$ cat config.mk
export PLATFORM = sky130hd
export DESIGN_NAME = ps2_kbd_tx_apb
export DESIGN_NICKNAME = d
export VERILOG_FILES = /design/src/rtl/ps2_pkg.sv /design/src/rtl/ps2_tx_fifo.sv /design/src/rtl/ps2_kbd_tx_apb.sv
export SDC_FILE = /design/constraint.sdc
export NUM_CORES = 1
export LEC_CHECK = 0
export ABC_CLOCK_PERIOD_IN_PS = 3900
export CAP_MARGIN = 20
export CELL_PAD_IN_SITES_DETAIL_PLACEMENT = 1
export CELL_PAD_IN_SITES_GLOBAL_PLACEMENT = 1
export CORE_MARGIN = 4
export CORE_UTILIZATION = 41
export CTS_BUF_LIST = sky130_fd_sc_hd__clkbuf_16
export DETAILED_ROUTE_END_ITERATION = 7
export PLACE_DENSITY_LB_ADDON = 0.1
export SLEW_MARGIN = 40
export SYNTH_ARGS = -nofsm -noshare
export SYNTH_HDL_FRONTEND = slang
export SYNTH_SLANG_ARGS = --single-unit
$ cat constraint.sdc
create_clock -name clock -period 3.9 [get_ports clock]
set_input_delay 0.975 -clock clock [delete_from_list [all_inputs] [get_ports clock]]
set_output_delay 0.975 -clock clock [all_outputs]
set_load 0.05 [all_outputs]
$ cat src/rtl/ps2_pkg.sv
// ps2_pkg: shared definitions for the PS/2 keyboard-model transmitter.
//   - APB register offsets (paddr[3:2])
//   - STATUS / CTRL bit positions
//   - frame length and the frame FSM state type
//   - build_frame(): assembles an 11-bit device-to-host frame, bit 0 first
package ps2_pkg;

    localparam logic [1:0] REG_DATA   = 2'd0;
    localparam logic [1:0] REG_STATUS = 2'd1;
    localparam logic [1:0] REG_CTRL   = 2'd2;

    localparam int STATUS_EMPTY_BIT = 4;
    localparam int STATUS_FULL_BIT  = 5;
    localparam int STATUS_BUSY_BIT  = 6;

    localparam int CTRL_EN_BIT      = 0;
    localparam int CTRL_BADPAR_BIT  = 1;

    localparam int FRAME_BITS = 11;

    // state     | meaning
    // S_IDLE    | lines high, waiting for enable and a queued byte
    // S_HIGH    | ps2_clk high, current bit presented on ps2_data
    // S_LOW     | ps2_clk low, host samples the bit on the falling edge
    // S_GAP     | both lines high between frames
    typedef enum logic [1:0] {
        S_IDLE = 2'd0,
        S_HIGH = 2'd1,
        S_LOW  = 2'd2,
        S_GAP  = 2'd3
    } tx_state_t;

    // Index i of the result is the i-th bit on the wire:
    // start 0, d0..d7, odd parity (optionally inverted), stop 1.
    function automatic logic [FRAME_BITS-1:0] build_frame(input logic [7:0] data,
                                                          input logic       bad_parity);
        return {1'b1, (~^data) ^ bad_parity, data, 1'b0};
    endfunction

endpackage

$ cat src/rtl/ps2_tx_fifo.sv
// ps2_tx_fifo: synchronous byte FIFO feeding the PS/2 frame FSM.
// Ports:
//   clock, reset      system clock, sync active-high reset (empties the FIFO)
//   push, din         write a byte (ignored when full)
//   pop, dout         consume the head byte; dout shows the head while not empty
//   count, full, empty occupancy flags, count is $clog2(DEPTH)+1 bits wide
module ps2_tx_fifo #(
    parameter int DEPTH = 8
) (
    input  logic                     clock,
    input  logic                     reset,
    input  logic                     push,
    input  logic [7:0]               din,
    input  logic                     pop,
    output logic [7:0]               dout,
    output logic [$clog2(DEPTH):0]   count,
    output logic                     full,
    output logic                     empty
);
    localparam int AW = $clog2(DEPTH);

    logic [7:0]    mem [DEPTH];
    logic [AW-1:0] wr_ptr;
    logic [AW-1:0] rd_ptr;
    logic          do_push;
    logic          do_pop;

    assign full    = (count == (AW+1)'(DEPTH));
    assign empty   = (count == '0);
    assign do_push = push & ~full;
    assign do_pop  = pop & ~empty;
    assign dout    = mem[rd_ptr];

    always_ff @(posedge clock) begin
        if (do_push) begin
            mem[wr_ptr] <= din;
        end
    end

    // Pointers wrap naturally since DEPTH is a power of two.
    always_ff @(posedge clock) begin
        if (reset) begin
            wr_ptr <= '0;
            rd_ptr <= '0;
            count  <= '0;
        end else begin
            if (do_push) begin
                wr_ptr <= wr_ptr + 1'b1;
            end
            if (do_pop) begin
                rd_ptr <= rd_ptr + 1'b1;
            end
            if (do_push && !do_pop) begin
                count <= count + 1'b1;
            end else if (do_pop && !do_push) begin
                count <= count - 1'b1;
            end
        end
    end

endmodule

$ cat src/rtl/ps2_kbd_tx_apb.sv
// ps2_kbd_tx_apb: PS/2 keyboard model. Bytes written over APB are queued and
// sent as 11-bit device-to-host frames on ps2_clk/ps2_data.
// Ports:
//   clock, reset              system clock, sync active-high reset
//   in_p*                     APB slave, one wait state, regs at paddr[3:2]:
//                             0 DATA (W), 1 STATUS (RO), 2 CTRL (R/W), 3 error
//   ps2_clk, ps2_data         registered PS/2 lines, idle high
module ps2_kbd_tx_apb #(
    parameter int CLK_HALF   = 50,
    parameter int GAP        = 100,
    parameter int FIFO_DEPTH = 8,
    parameter int CNT_W      = 16
) (
    input  logic        clock,
    input  logic        reset,
    input  logic [31:0] in_paddr,
    input  logic        in_psel,
    input  logic        in_penable,
    input  logic [2:0]  in_pprot,
    input  logic        in_pwrite,
    input  logic [31:0] in_pwdata,
    input  logic [3:0]  in_pstrb,
    output logic        in_pready,
    output logic [31:0] in_prdata,
    output logic        in_pslverr,
    output logic        ps2_clk,
    output logic        ps2_data
);
    import ps2_pkg::*;

    localparam int CW = $clog2(FIFO_DEPTH) + 1;
    localparam logic [CNT_W-1:0] HALF_LOAD = CNT_W'(CLK_HALF - 1);
    // The IDLE cycle that pops the next byte is the last cycle of the gap,
    // so the GAP state itself runs GAP-1 cycles.
    localparam logic [CNT_W-1:0] GAP_LOAD  = CNT_W'(GAP - 2);
    localparam logic [3:0]       LAST_BIT  = 4'(FRAME_BITS - 1);

    logic            fifo_push;
    logic            fifo_pop;
    logic [7:0]      fifo_dout;
    logic [CW-1:0]   fifo_count;
    logic            fifo_full;
    logic            fifo_empty;

    logic            ctrl_en;
    logic            ctrl_bad;

    tx_state_t       state, state_nx;
    logic [CNT_W-1:0] cnt, cnt_nx;
    logic [3:0]      idx, idx_nx;
    logic [FRAME_BITS-1:0] frame, frame_nx;
    logic            clk_nx, data_nx;
    logic            busy;

    ps2_tx_fifo #(.DEPTH(FIFO_DEPTH)) u_fifo (
        .clock (clock),
        .reset (reset),
        .push  (fifo_push),
        .din   (in_pwdata[7:0]),
        .pop   (fifo_pop),
        .dout  (fifo_dout),
        .count (fifo_count),
        .full  (fifo_full),
        .empty (fifo_empty)
    );

    // ---------------- APB ----------------
    logic        access;
    logic        xfer;
    logic [1:0]  reg_sel;
    logic        data_wr;
    logic [31:0] status_word;
    logic [31:0] rdata_d;
    logic        err_d;
    logic        unused_inputs;

    assign access  = in_psel & in_penable;
    // First access cycle; the register effect lands on the edge that raises pready.
    assign xfer    = access & ~in_pready;
    assign reg_sel = in_paddr[3:2];
    assign data_wr = xfer & in_pwrite & (reg_sel == REG_DATA) & in_pstrb[0];
    // Full is judged before any same-cycle pop, so an overflow always drops.
    assign fifo_push = data_wr & ~fifo_full;
    assign busy    = (state != S_IDLE);

    assign unused_inputs = ^{in_pprot, in_paddr[31:4], in_paddr[1:0],
                             in_pstrb[3:1], in_pwdata[31:8]};

    always_comb begin
        status_word = '0;
        status_word[3:0]              = 4'(fifo_count);
        status_word[STATUS_EMPTY_BIT] = fifo_empty;
        status_word[STATUS_FULL_BIT]  = fifo_full;
        status_word[STATUS_BUSY_BIT]  = busy;
    end

    always_comb begin
        rdata_d = '0;
        err_d   = 1'b0;
        case (reg_sel)
            REG_DATA:   err_d = in_pwrite & in_pstrb[0] & fifo_full;
            REG_STATUS: if (!in_pwrite) rdata_d = status_word;
            REG_CTRL:   if (!in_pwrite) rdata_d = {30'b0, ctrl_bad, ctrl_en};
            default:    err_d = 1'b1;
        endcase
    end

    always_ff @(posedge clock) begin
        if (reset) begin
            in_pready  <= 1'b0;
            in_prdata  <= '0;
            in_pslverr <= 1'b0;
            ctrl_en    <= 1'b1;
            ctrl_bad   <= 1'b0;
        end else begin
            in_pready  <= xfer;
            in_prdata  <= xfer ? rdata_d : '0;
            in_pslverr <= xfer & err_d;
            if (xfer && in_pwrite && reg_sel == REG_CTRL) begin
                ctrl_en  <= in_pwdata[CTRL_EN_BIT];
                ctrl_bad <= in_pwdata[CTRL_BADPAR_BIT];
            end
        end
    end

    // ---------------- frame FSM ----------------
    always_ff @(posedge clock) begin
        if (reset) begin
            state    <= S_IDLE;
            cnt      <= '0;
            idx      <= '0;
            frame    <= '1;
            ps2_clk  <= 1'b1;
            ps2_data <= 1'b1;
        end else begin
            state    <= state_nx;
            cnt      <= cnt_nx;
            idx      <= idx_nx;
            frame    <= frame_nx;
            ps2_clk  <= clk_nx;
            ps2_data <= data_nx;
        end
    end

    always_comb begin
        state_nx = state;
        cnt_nx   = cnt;
        idx_nx   = idx;
        frame_nx = frame;
        fifo_pop = 1'b0;
        case (state)
            S_IDLE: begin
                if (ctrl_en && !fifo_empty) begin
                    fifo_pop = 1'b1;
                    frame_nx = build_frame(fifo_dout, ctrl_bad);
                    idx_nx   = '0;
                    cnt_nx   = HALF_LOAD;
                    state_nx = S_HIGH;
                end
            end
            S_HIGH: begin
                if (cnt == '0) begin
                    cnt_nx   = HALF_LOAD;
                    state_nx = S_LOW;
                end else begin
                    cnt_nx = cnt - 1'b1;
                end
            end
            S_LOW: begin
                if (cnt == '0) begin
                    if (idx == LAST_BIT) begin
                        cnt_nx   = GAP_LOAD;
                        state_nx = S_GAP;
                    end else begin
                        idx_nx   = idx + 1'b1;
                        cnt_nx   = HALF_LOAD;
                        state_nx = S_HIGH;
                    end
                end else begin
                    cnt_nx = cnt - 1'b1;
                end
            end
            S_GAP: begin
                if (cnt == '0) begin
                    state_nx = S_IDLE;
                end else begin
                    cnt_nx = cnt - 1'b1;
                end
            end
            default: state_nx = S_IDLE;
        endcase
    end

    // Outputs are computed from the next state so the registered lines line
    // up with the state register.
    always_comb begin
        clk_nx  = 1'b1;
        data_nx = 1'b1;
        case (state_nx)
            S_HIGH: data_nx = frame_nx[idx_nx];
            S_LOW: begin
                clk_nx  = 1'b0;
                data_nx = frame_nx[idx_nx];
            end
            default: ;
        endcase
    end

endmodule
==> implementation parameters, run 1 <==
Parameter                              Value

Worst setup path
  Worst path most repeated cell    sky130_fd_sc_hd__ha_1
  Slowest stage delay, CP    between 0.4 and 0.5 ns
  Library cell contributing the largest single delay on the critical path    sky130_fd_sc_hd__clkdlybuf4s50_1
  Crit Path Max Fanout    3
  Endpoint arrival time on the critical path    3.64 ns
  Worst setup EP type    flop
  Crit path kind    input port to flop
  Data required, critical path    ~4.2 ns
  Cell breakdown of the critical path    clkdlybuf4s50_1 > inv_1 > ha_1 > nand3_1 > a211oi_1 > ha_1 > inv_1 > ha_1 > a21o_1 > a21oi_1 > xnor2_1 > or3_1 > a21oi_1
  Critical Path Start Type    input port

Route
  Post-route ant nets    0
  Routed via count    3652
  Routed wirelength normalized by instance count    16.86 um
  Final wirelength    between 10000 and 15000 um
  Number of DRC markers in iteration 0    241
  Residual DRC count    0
  Via density per instance    about 5.2
  Number of iterations in the first detailed-routing pass    4

Floorplanning
  Die footprint    between 15000 and 20000 um^2
  Die height    ~120 um
  Top-level I/O count    around 110
  Die X-Extent    between 100 and 150 um
  Area of the core region    about 13000 um^2
  Placement row count    42
  Starting Density    a little over two fifths

Global route
  Maximum number of pins on one net before global-route repair    21
  Via count of the first global-routing pass    between 3k and 4k
  Global-route usage over all layers    roughly 16%
  Number of antenna violations at the first check in global routing    0
  First-pass GRT wire length    19930 um
  Congestion Overflow GR    0

CTS
  Cell chosen for the clock root    sky130_fd_sc_hd__clkbuf_16
  Skew-Pair Late Insertion Delay    0.42 ns
  Resized cells post-CTS    0
  TritonCTS clock tree    built
  Largest buffer count on any clock path    2
  Post-CTS setup buffer count    0
  TritonCTS Buffers    17
  H-tree depth    4
  Clock transition at the registers of the reported paths    0.06 ns
  Hold buffer count at CTS    0
  Count of clock tree sinks    123

Logic synthesis
  Synthesis-stage register bit count    between 100 and 150
  Synth unique cells    between 60 and 70
  Primary flip-flop cell chosen by synthesis mapping    sky130_fd_sc_hd__edfxtp_1
  Synthesized instance count    474
  Post-synth EDFFs    between 60 and 70
  Fraction of the yosys area taken by sequential cells    a little under three fifths
  Cell area after technology mapping    ~5600 um^2
  Avg Synthesized Cell Area    between 10 and 15 um^2
  Number of warnings issued by yosys    0
  Share of synthesized registers carrying an async set or reset    0%

Status
  Status    completed

Cells and area
  Antenna cells    0
  Share of layout cells above drive strength 1    around 16%
  NumNets Final    approximately 610
  Commonest cells after routing, fill and taps aside    64 x sky130_fd_sc_hd__edfxtp_1, 58 x sky130_fd_sc_hd__dfxtp_1, 57 x sky130_fd_sc_hd__nor2_1
  Area growth from synthesis to layout    17.60%
  Layout fillers    1436
  Final std cells w/o fill    between 700 and 800
  Final design utilization    between 40% and 50%
  Most common cell after layout, fill and taps aside    sky130_fd_sc_hd__edfxtp_1

Power
  Worst ir drop on vdd    approximately 0.41 mV
  Pwr/cell area    around 770 nW/um^2
  Power Total    roughly 5 mW
  Static leakage power    approximately 2.4 nW

Min path
  Class of the worst hold path    flop to flop

Place
  HPWL Detailed    between 8000 and 9000 um
  Placer congestion estimate    around 0.77
  Number of cells in the design after placement    676
  Number of I/O port buffers    26

STA
  Post-layout min period    3.301 ns
  Post-route setup TNS    0 ns
  Fraction of the cycle the final worst path needs    between 80% and 90%
  Slew at the pin with the worst max-slew slack    0.5891 ns
  Worst setup skew after layout    slightly above 0.01 ns
  Hold violation count in the final report    0
  Maximum clock rate    302.9 MHz
  Final setup vio count    0
  Fin. max-slew vios    0
  Slew margin rel.    60.58%
  Setup repair after global routing missed its margin    no
  Smallest hold slack    about 0.44 ns

Job
  Max_cap viols    0
==> cells by family after synthesis <==
kind of cell,count (synthesis),synth area share [%]
adders and majority gates,14,3.287
other,1,0.06747
and+or+nand+nor,156,14.12
AOI/OAI and AO/OA,75,9.118
DFF,123,55.83
buffers and inverters,52,5.470
xor gates and xnor gates,21,3.557
muxes,32,8.555
==> area by class of cell <==
class	count	area [um^2]	area share (%)
sequential	123	3104	47.49
multi-input combinational	323	2241	34.28
clock buffer	17	425.4	6.508
timing repair buffer	44	392.9	6.011
tap	176	220.2	3.369
clock inverter	15	115.1	1.761
inverter	10	37.54	0.5743
==> flip-flops by register name (all words and copies together), names as in the netlist, 3 cells and up, named ones only <==
signal,flops
u_fifo.rd_ptr,3
frame,11
cnt,16
u_fifo.mem,64
in_prdata,7
u_fifo.count,4
u_fifo.wr_ptr,3
idx,4
==> routing by layer <==
layer | share of wire (%) | GRT usage [%]
met1 | 45 | 20.15
met2 | 50 | 27.13
met3 | 3.5 | 4.889
met4 | 1.0 | 5.029
met5 | 0 | 0
==> synth_stat cells (5+ instances only) <==
| library cell | n | share of area, % |
|---|---|---|
| sky130_fd_sc_hd__edfxtp_1 | 64 | 35 |
| sky130_fd_sc_hd__dfxtp_1 | 59 | 21 |
| sky130_fd_sc_hd__nor2_1 | 57 | 3.8 |
| sky130_fd_sc_hd__nand2_1 | 45 | 3.0 |
| sky130_fd_sc_hd__buf_4 | 26 | 3.5 |
| sky130_fd_sc_hd__a21oi_1 | 16 | 1.4 |
| sky130_fd_sc_hd__mux2i_1 | 16 | 2.9 |
| sky130_fd_sc_hd__o21ai_0 | 15 | 1.4 |
| sky130_fd_sc_hd__ha_1 | 13 | 2.9 |
| sky130_fd_sc_hd__xor2_1 | 13 | 2.0 |
| sky130_fd_sc_hd__mux4_2 | 12 | 4.9 |
| sky130_fd_sc_hd__clkbuf_1 | 10 | 0.68 |
| sky130_fd_sc_hd__inv_1 | 8 | 0.54 |
| sky130_fd_sc_hd__a22oi_1 | 7 | 0.95 |
| sky130_fd_sc_hd__nand2b_1 | 7 | 0.79 |
| sky130_fd_sc_hd__nand3_1 | 7 | 0.63 |
| sky130_fd_sc_hd__nor3_1 | 7 | 0.63 |
| sky130_fd_sc_hd__o211ai_1 | 7 | 0.95 |
| sky130_fd_sc_hd__xnor2_1 | 7 | 1.1 |
| sky130_fd_sc_hd__a31oi_1 | 5 | 0.56 |
==> path summary, 6_finish.rpt <==
check	startpoint	slack, ns	endpoint	cells after the start
worst max-delay path	in_paddr[2]	0.60	u_fifo.count[3]	13
worst min-delay path	frame[10]	0.44	frame[10]	2
worst max register to register	u_fifo.count[0]	0.99	u_fifo.count[3]	13
worst min register to register	frame[10]	0.44	frame[10]	2
==> power by group <==
group | switching (mW) | leakage (nW) | internal, mW | total (mW)
clock network | 0.608 | 0.256 | 0.819 | 1.43
logic | 1.08 | 1.05 | 0.778 | 1.86
registers | 0.198 | 1.06 | 1.53 | 1.73
total | 1.89 | 2.36 | 3.13 | 5.02
==> worst max-delay path, delay by kind of cell <==
family                     cells  cell delay [ns]
adders and majority gates      3             0.72
xor gates and xnor gates       1             0.10
and+or+nand+nor                2             0.41
buffers and inverters          3             0.61
AOI/OAI and AO/OA              4             0.83
==> through the flow <==
step / setup slack [ns] / instance area (um^2)
CTS: 0.6131 / 6535
finish: 0.5990 / 6536
detailed placement: 0.2055 / 5995
floorplan: 0.6553 / 5648
global route: 0.3878 / 6536
global placement: 0.1703 / 5989
(Power assumes the default switching activity.)
==> run 2, diff against run 1 <==
Settings changed: ABC_CLOCK_PERIOD_IN_PS 3900 to 2890, CORE_UTILIZATION 41 to 37.
Clock period 3.9 ns to 2.89 ns, I/O delays scaled along.
==> implementation parameters, run 2 (same netlist as run 1, synthesis figures left out) <==
Parameter                              Value

Cells and area
  Flip-flop count of the largest register after layout    between 60 and 70
  Final design utilization    between 40% and 50%
  Area used by multi-input combinational logic    2296 um^2
  Most common cell after layout, fill and taps aside    sky130_fd_sc_hd__edfxtp_1
  NumNets Final    roughly 630
  Layout fillers    1559
  Total non-filler cell area in the finished layout    between 6000 and 7000 um^2
  Top flop regs    u_fifo.mem: 64 flops, cnt: 16 flops, frame: 11 flops
  Reg with most FFs    u_fifo.mem
  Sequential standard cell area    around 3100 um^2
  Commonest cells after routing, fill and taps aside    64 x sky130_fd_sc_hd__edfxtp_1, 59 x sky130_fd_sc_hd__dfxtp_1, 57 x sky130_fd_sc_hd__nor2_1
  Antenna cells    0
  Area growth from synthesis to layout    23.35%
  Share of layout cells above drive strength 1    between 20% and 30%

Place
  Post-Place Cell Area    approximately 6200 um^2
  Number of I/O port buffers    26
  Placer congestion estimate    roughly 0.80
  HPWL Detailed    around 8600 um

Global route
  Via count of the first global-routing pass    approximately 4.0k
  Congestion Overflow GR    0
  Global-route usage over all layers    15.81%
  First-pass GRT wire length    roughly 21000 um
  Maximum number of pins on one net before global-route repair    21
  Number of antenna violations at the first check in global routing    0

Floorplanning
  Top-level I/O count    between 100 and 150
  Die height    around 130 um
  Die footprint    17050 um^2
  Placement row count    44
  Die X-Extent    130.6 um
  Starting Density    between 30 and 40%
  Area of the core region    ~15000 um^2

Worst setup path
  Crit path kind    input port to flop
  Worst reg2reg path startpoint    cnt[0]
  Worst setup EP type    flop
  Reg2reg end    ps2_data
  Reg2Reg Depth    9
  Crit Path Max Fanout    2
  Critical Path Start Type    input port
  Slack of the worst reg-to-reg path    just under 0.3 ns
  Endpoint arrival time on the critical path    3.17 ns
  Data required, critical path    roughly 3.2 ns

Power
  Power Total    between 7 and 8 mW
  Flop pwr share    between 30% and 40%
  Clock power frac    a little under a third
  Logic pwr share    around two fifths
  Static leakage power    approximately 2.5 nW
  Worst ir drop on vdd    0.5746 mV
  Net switching fraction of the power    36.30%
  Power spent charging and discharging nets    between 2 and 3 mW
  Cell-internal power    approximately 4.6 mW
  Pwr/cell area    roughly 1100 nW/um^2

Route
  Final wirelength    about 12000 um
  Routed via count    between 3k and 4k
  Number of iterations in the first detailed-routing pass    4
  Routed wirelength normalized by instance count    16.97 um
  Post-route ant nets    0
  Residual DRC count    0
  Via density per instance    a little over 5
  Number of DRC markers in iteration 0    176

CTS
  Hold buffer count at CTS    0
  TritonCTS clock tree    built
  TritonCTS Buffers    17
  H-tree depth    4
  Count of clock tree sinks    between 100 and 150
  Clock transition at the registers of the reported paths    0.06 ns
  Largest buffer count on any clock path    2
  Skew-Pair Late Insertion Delay    0.42 ns
  Cell chosen for the clock root    sky130_fd_sc_hd__clkbuf_16

STA
  Final setup vio count    0
  Fraction of the cycle the final worst path needs    between 90% and 100%
  Slew margin rel.    just over 60%
  Post-route setup TNS    0 ns
  Smallest hold slack    about 0.45 ns
  Post-layout min period    2.816 ns
  Hold violation count in the final report    0
  Slew at the pin with the worst max-slew slack    roughly 0.57 ns
  Worst setup skew after layout    0.01060 ns
  Fin. max-slew vios    0
  Maximum clock rate    roughly 360 MHz

Min path
  Class of the worst hold path    flop to flop
  Worst hold path startpoint    frame[10]
  WHS Path Cells    2
  Hold Path Sink    frame[10]

Job
  Max_cap viols    0

Status
  Status    completed
-- run 2: cell count changes in the layout (fill, tap and decap cells not counted), sizes merged --
cell / previous run / this run
buf: 18 / 36
bufinv: 0 / 3
clkdlybuf4s50: 26 / 25
clkinvlp: 5 / 1
dlymetal6s2s: 0 / 1
inv: 16 / 17
-- run 2: worst max path at each step --
stage | startpoint | to | slack, ns
3_3_place_gp | in_paddr[2] | u_fifo.count[3] | -0.41
6_report | in_paddr[2] | u_fifo.count[3] | 0.07
3_5_place_dp | in_paddr[3] | u_fifo.count[3] | -0.40
4_1_cts | in_paddr[3] | u_fifo.count[3] | 0.02
5_1_grt | in_paddr[2] | u_fifo.count[3] | -0.05
2_1_floorplan | u_fifo.count[0] | u_fifo.count[3] | 0.02
-- run 2: per-stage QoR --
step | setup WS [ns] | std cells
after floorplan | 0.02032 | 498
after global placement | -0.4088 | 701
after detailed placement | -0.3964 | 701
after CTS | 0.01798 | 733
after global routing | -0.04795 | 734
final | 0.07447 | 734
-- run 2: area by class of cell --
| type | count | area share (%) |
|---|---|---|
| Clock buffer | 17 | 6.206 |
| Sequential cell | 123 | 45.26 |
| Multi-Input combinational cell | 323 | 33.49 |
| Tap cell | 184 | 3.358 |
| Clock inverter | 15 | 2.975 |
| Timing Repair Buffer | 62 | 8.140 |
| Inverter | 10 | 0.5658 |
-- run 2: power by group through the flow --
stage	Sequential [mW]	Clock, mW	Combinational (mW)
finish	2.24	2.26	2.79
global route	2.27	2.41	3.13
CTS	2.24	2.32	2.80
detailed placement	2.27	0	2.77
global placement	2.27	0	2.72
floorplan	2.28	0	1.99
-- run 2: repair_timing --
item | in CTS | in global routing
setup endpoints to repair | 0 | 2
setup buffers | 0 | 1
resized for setup | 0 | 11
-- run 2: critical path, cell delays in order --
cell and delay (ns):
sky130_fd_sc_hd__clkdlybuf4s50_1 0.44, sky130_fd_sc_hd__inv_2 0.10, sky130_fd_sc_hd__ha_4 0.16, sky130_fd_sc_hd__nand3_4 0.08
sky130_fd_sc_hd__a211oi_4 0.27, sky130_fd_sc_hd__ha_2 0.23, sky130_fd_sc_hd__inv_1 0.05, sky130_fd_sc_hd__ha_1 0.27
sky130_fd_sc_hd__a21o_1 0.19, sky130_fd_sc_hd__a21oi_2 0.14, sky130_fd_sc_hd__xnor2_1 0.08, sky130_fd_sc_hd__or3_1 0.32
sky130_fd_sc_hd__a21oi_2 0.11
-- run 2: per-layer routing --
metal	share of wire, %	global-route usage, %	vias to the layer above
li1	-	-	1810
met1	45	19.43	1857
met2	51	27.26	53
met3	2.8	3.902	11
met4	1.3	5.324	0
met5	0	0	-
==> run 3, diff against run 2 <==
Settings changed: ABC_CLOCK_PERIOD_IN_PS 2890 to 3100, CORE_UTILIZATION 37 to 41, RECOVER_POWER set to 25.
Clock period 2.89 ns to 3.1 ns, I/O delays scaled along.
==> implementation parameters, run 3 (same netlist as run 1, synthesis figures left out) <==
Parameter                              Value

Power
  Logic pwr share    roughly 38%
  Static leakage power    approximately 2.5 nW
  Net switching fraction of the power    a little over a third
  Worst ir drop on vdd    0.6037 mV
  Pwr/cell area    around 970 nW/um^2
  Flop pwr share    between 30% and 40%
  Power spent charging and discharging nets    between 2 and 2.5 mW
  Cell-internal power    about 4.1 mW
  Clock power frac    29.9%

Global route
  Maximum number of pins on one net before global-route repair    22
  Number of antenna violations at the first check in global routing    0
  First-pass GRT wire length    approximately 20000 um
  Via count of the first global-routing pass    around 3.8k
  Global-route usage over all layers    approximately 16%
  Congestion Overflow GR    0

Worst setup path
  Reg2reg end    ps2_data
  Critical Path Start Type    input port
  Worst setup path startpoint    in_paddr[3]
  Reg2Reg Depth    9
  Crit Path Max Fanout    2
  Data required, critical path    around 3.4 ns
  Crit path kind    input port to flop
  Endpoint arrival time on the critical path    ~3.3 ns
  Worst reg2reg path startpoint    cnt[0]
  Worst setup EP type    flop
  Slack of the worst reg-to-reg path    approximately 0.44 ns

Place
  Number of I/O port buffers    26
  Placer congestion estimate    between 0.7 and 0.8
  HPWL Detailed    about 8300 um

CTS
  Skew-Pair Late Insertion Delay    between 0.4 and 0.5 ns
  Largest buffer count on any clock path    2
  Clock transition at the registers of the reported paths    0.06 ns
  Cell chosen for the clock root    sky130_fd_sc_hd__clkbuf_16
  Count of clock tree sinks    around 120
  TritonCTS clock tree    built
  Hold buffer count at CTS    0
  TritonCTS Buffers    17
  H-tree depth    4

Floorplanning
  Area of the core region    13240 um^2
  Die X-Extent    124.4 um
  Starting Density    roughly two fifths
  Die height    between 100 and 150 um
  Top-level I/O count    112
  Die footprint    between 15000 and 20000 um^2
  Placement row count    42

Min path
  Worst hold path startpoint    frame[10]
  Class of the worst hold path    flop to flop
  Hold Path Sink    frame[10]
  WHS Path Cells    2

Cells and area
  Share of layout cells above drive strength 1    around a fifth
  Commonest cells after routing, fill and taps aside    64 x sky130_fd_sc_hd__edfxtp_1, 59 x sky130_fd_sc_hd__dfxtp_1, 57 x sky130_fd_sc_hd__nor2_1
  Flip-flop count of the largest register after layout    64
  Top flop regs    u_fifo.mem: 64 flops, cnt: 16 flops, frame: 11 flops
  Most common cell after layout, fill and taps aside    sky130_fd_sc_hd__edfxtp_1
  Area growth from synthesis to layout    20.89%
  Sequential standard cell area    between 3000 and 4000 um^2
  Layout fillers    around 1.4k
  NumNets Final    623
  Final design utilization    between 50% and 60%
  Antenna cells    0
  Area used by multi-input combinational logic    2257 um^2
  Reg with most FFs    u_fifo.mem

Route
  Number of iterations in the first detailed-routing pass    4
  Number of DRC markers in iteration 0    191
  Via density per instance    slightly above 5
  Routed via count    around 3.6k
  Final wirelength    ~12000 um
  Metal1 wirelength    roughly 5300 um
  Sum of met3 wire segment lengths after detailed routing    373 um
  DR top layer    met4
  Routed wirelength normalized by instance count    about 16 um
  Routed met2 length    a little under 6000 um
  Residual DRC count    0
  Post-route ant nets    0

STA
  Smallest hold slack    about 0.45 ns
  Fin. max-slew vios    0
  Hold violation count in the final report    0
  Setup repair after global routing missed its margin    no
  Worst setup skew after layout    approximately 0.013 ns
  Post-layout min period    between 2 and 3 ns
  Fraction of the cycle the final worst path needs    a little over nine tenths
  Post-route setup TNS    0 ns
  Final setup vio count    0
  Slew margin rel.    about three fifths
  Maximum clock rate    339.0 MHz
  Slew at the pin with the worst max-slew slack    ~0.58 ns

Status
  Status    completed

Job
  Max_cap viols    0
run 3: cell types whose count changed in the layout (fill, tap and decap cells not counted), moves of 2 or more:
cell	before	now
sky130_fd_sc_hd__dlygate4sd3_1	0	7
sky130_fd_sc_hd__clkdlybuf4s50_1	25	19
sky130_fd_sc_hd__inv_8	4	0
sky130_fd_sc_hd__buf_4	34	31
sky130_fd_sc_hd__clkinv_1	0	2
sky130_fd_sc_hd__inv_1	6	8
sky130_fd_sc_hd__inv_2	3	1
run 3: worst max path at each step:
stage,to,slack (ns)
after floorplan,u_fifo.count[3],0.03
after global placement,u_fifo.count[3],-0.32
after detailed placement,u_fifo.count[3],-0.34
after CTS,u_fifo.count[3],0.08
after global routing,u_fifo.count[3],0.01
final,u_fifo.count[3],0.15
run 3: repair_timing:
action | CTS | global route
gates resized for setup | 0 | 4
buffers inserted | 0 | 1
setup endpoints to repair | 0 | 2
run 3: layout make-up:
| class | count | share of cell area (%) |
|---|---|---|
| Clock buffer | 17 | 6.331 |
| Clock inverter | 15 | 2.421 |
| Inverter | 10 | 0.5587 |
| Multi-Input combinational cell | 323 | 33.59 |
| Sequential cell | 123 | 46.18 |
| Tap cell | 176 | 3.277 |
| Timing Repair Buffer | 58 | 7.635 |
run 3: metal layers:
metal	up-vias	GRT usage, %
li1	1801	-
met1	1777	19.36
met2	49	26.05
met3	14	4.931
met4	0	6.705
met5	-	0
run 3: power groups by stage:
stage	Combinational (mW)	Sequential [mW]	Clock, mW
2_1_floorplan	1.85	2.12	0
3_3_place_gp	2.41	2.13	0
3_5_place_dp	2.46	2.14	0
4_1_cts	2.49	2.11	2.00
5_1_grt	2.77	2.14	2.08
6_report	2.46	2.10	1.95
run 3: critical path, cell delays in order:
cell,delay (ns)
sky130_fd_sc_hd__clkdlybuf4s50_1,0.43
sky130_fd_sc_hd__inv_1,0.09
sky130_fd_sc_hd__ha_1,0.19
sky130_fd_sc_hd__nand3_2,0.09
sky130_fd_sc_hd__a211oi_2,0.26
sky130_fd_sc_hd__ha_2,0.22
sky130_fd_sc_hd__inv_1,0.05
sky130_fd_sc_hd__ha_1,0.27
sky130_fd_sc_hd__a21o_1,0.19
sky130_fd_sc_hd__a21oi_2,0.16
sky130_fd_sc_hd__xnor2_1,0.09
sky130_fd_sc_hd__or3_1,0.31
sky130_fd_sc_hd__a21oi_1,0.16
run 3: stage by stage:
| stage | instances | total power, mW | setup WS [ns] | cell area, um^2 |
|---|---|---|---|---|
| detailed placement | 689 | 4.600 | -0.3438 | 6107 |
| floorplan | 498 | 3.970 | 0.03285 | 5648 |
| CTS | 721 | 6.593 | 0.07575 | 6695 |
| global placement | 689 | 4.535 | -0.3179 | 6107 |
| finish | 722 | 6.513 | 0.1503 | 6719 |
| global route | 722 | 6.986 | 0.01472 | 6719 |
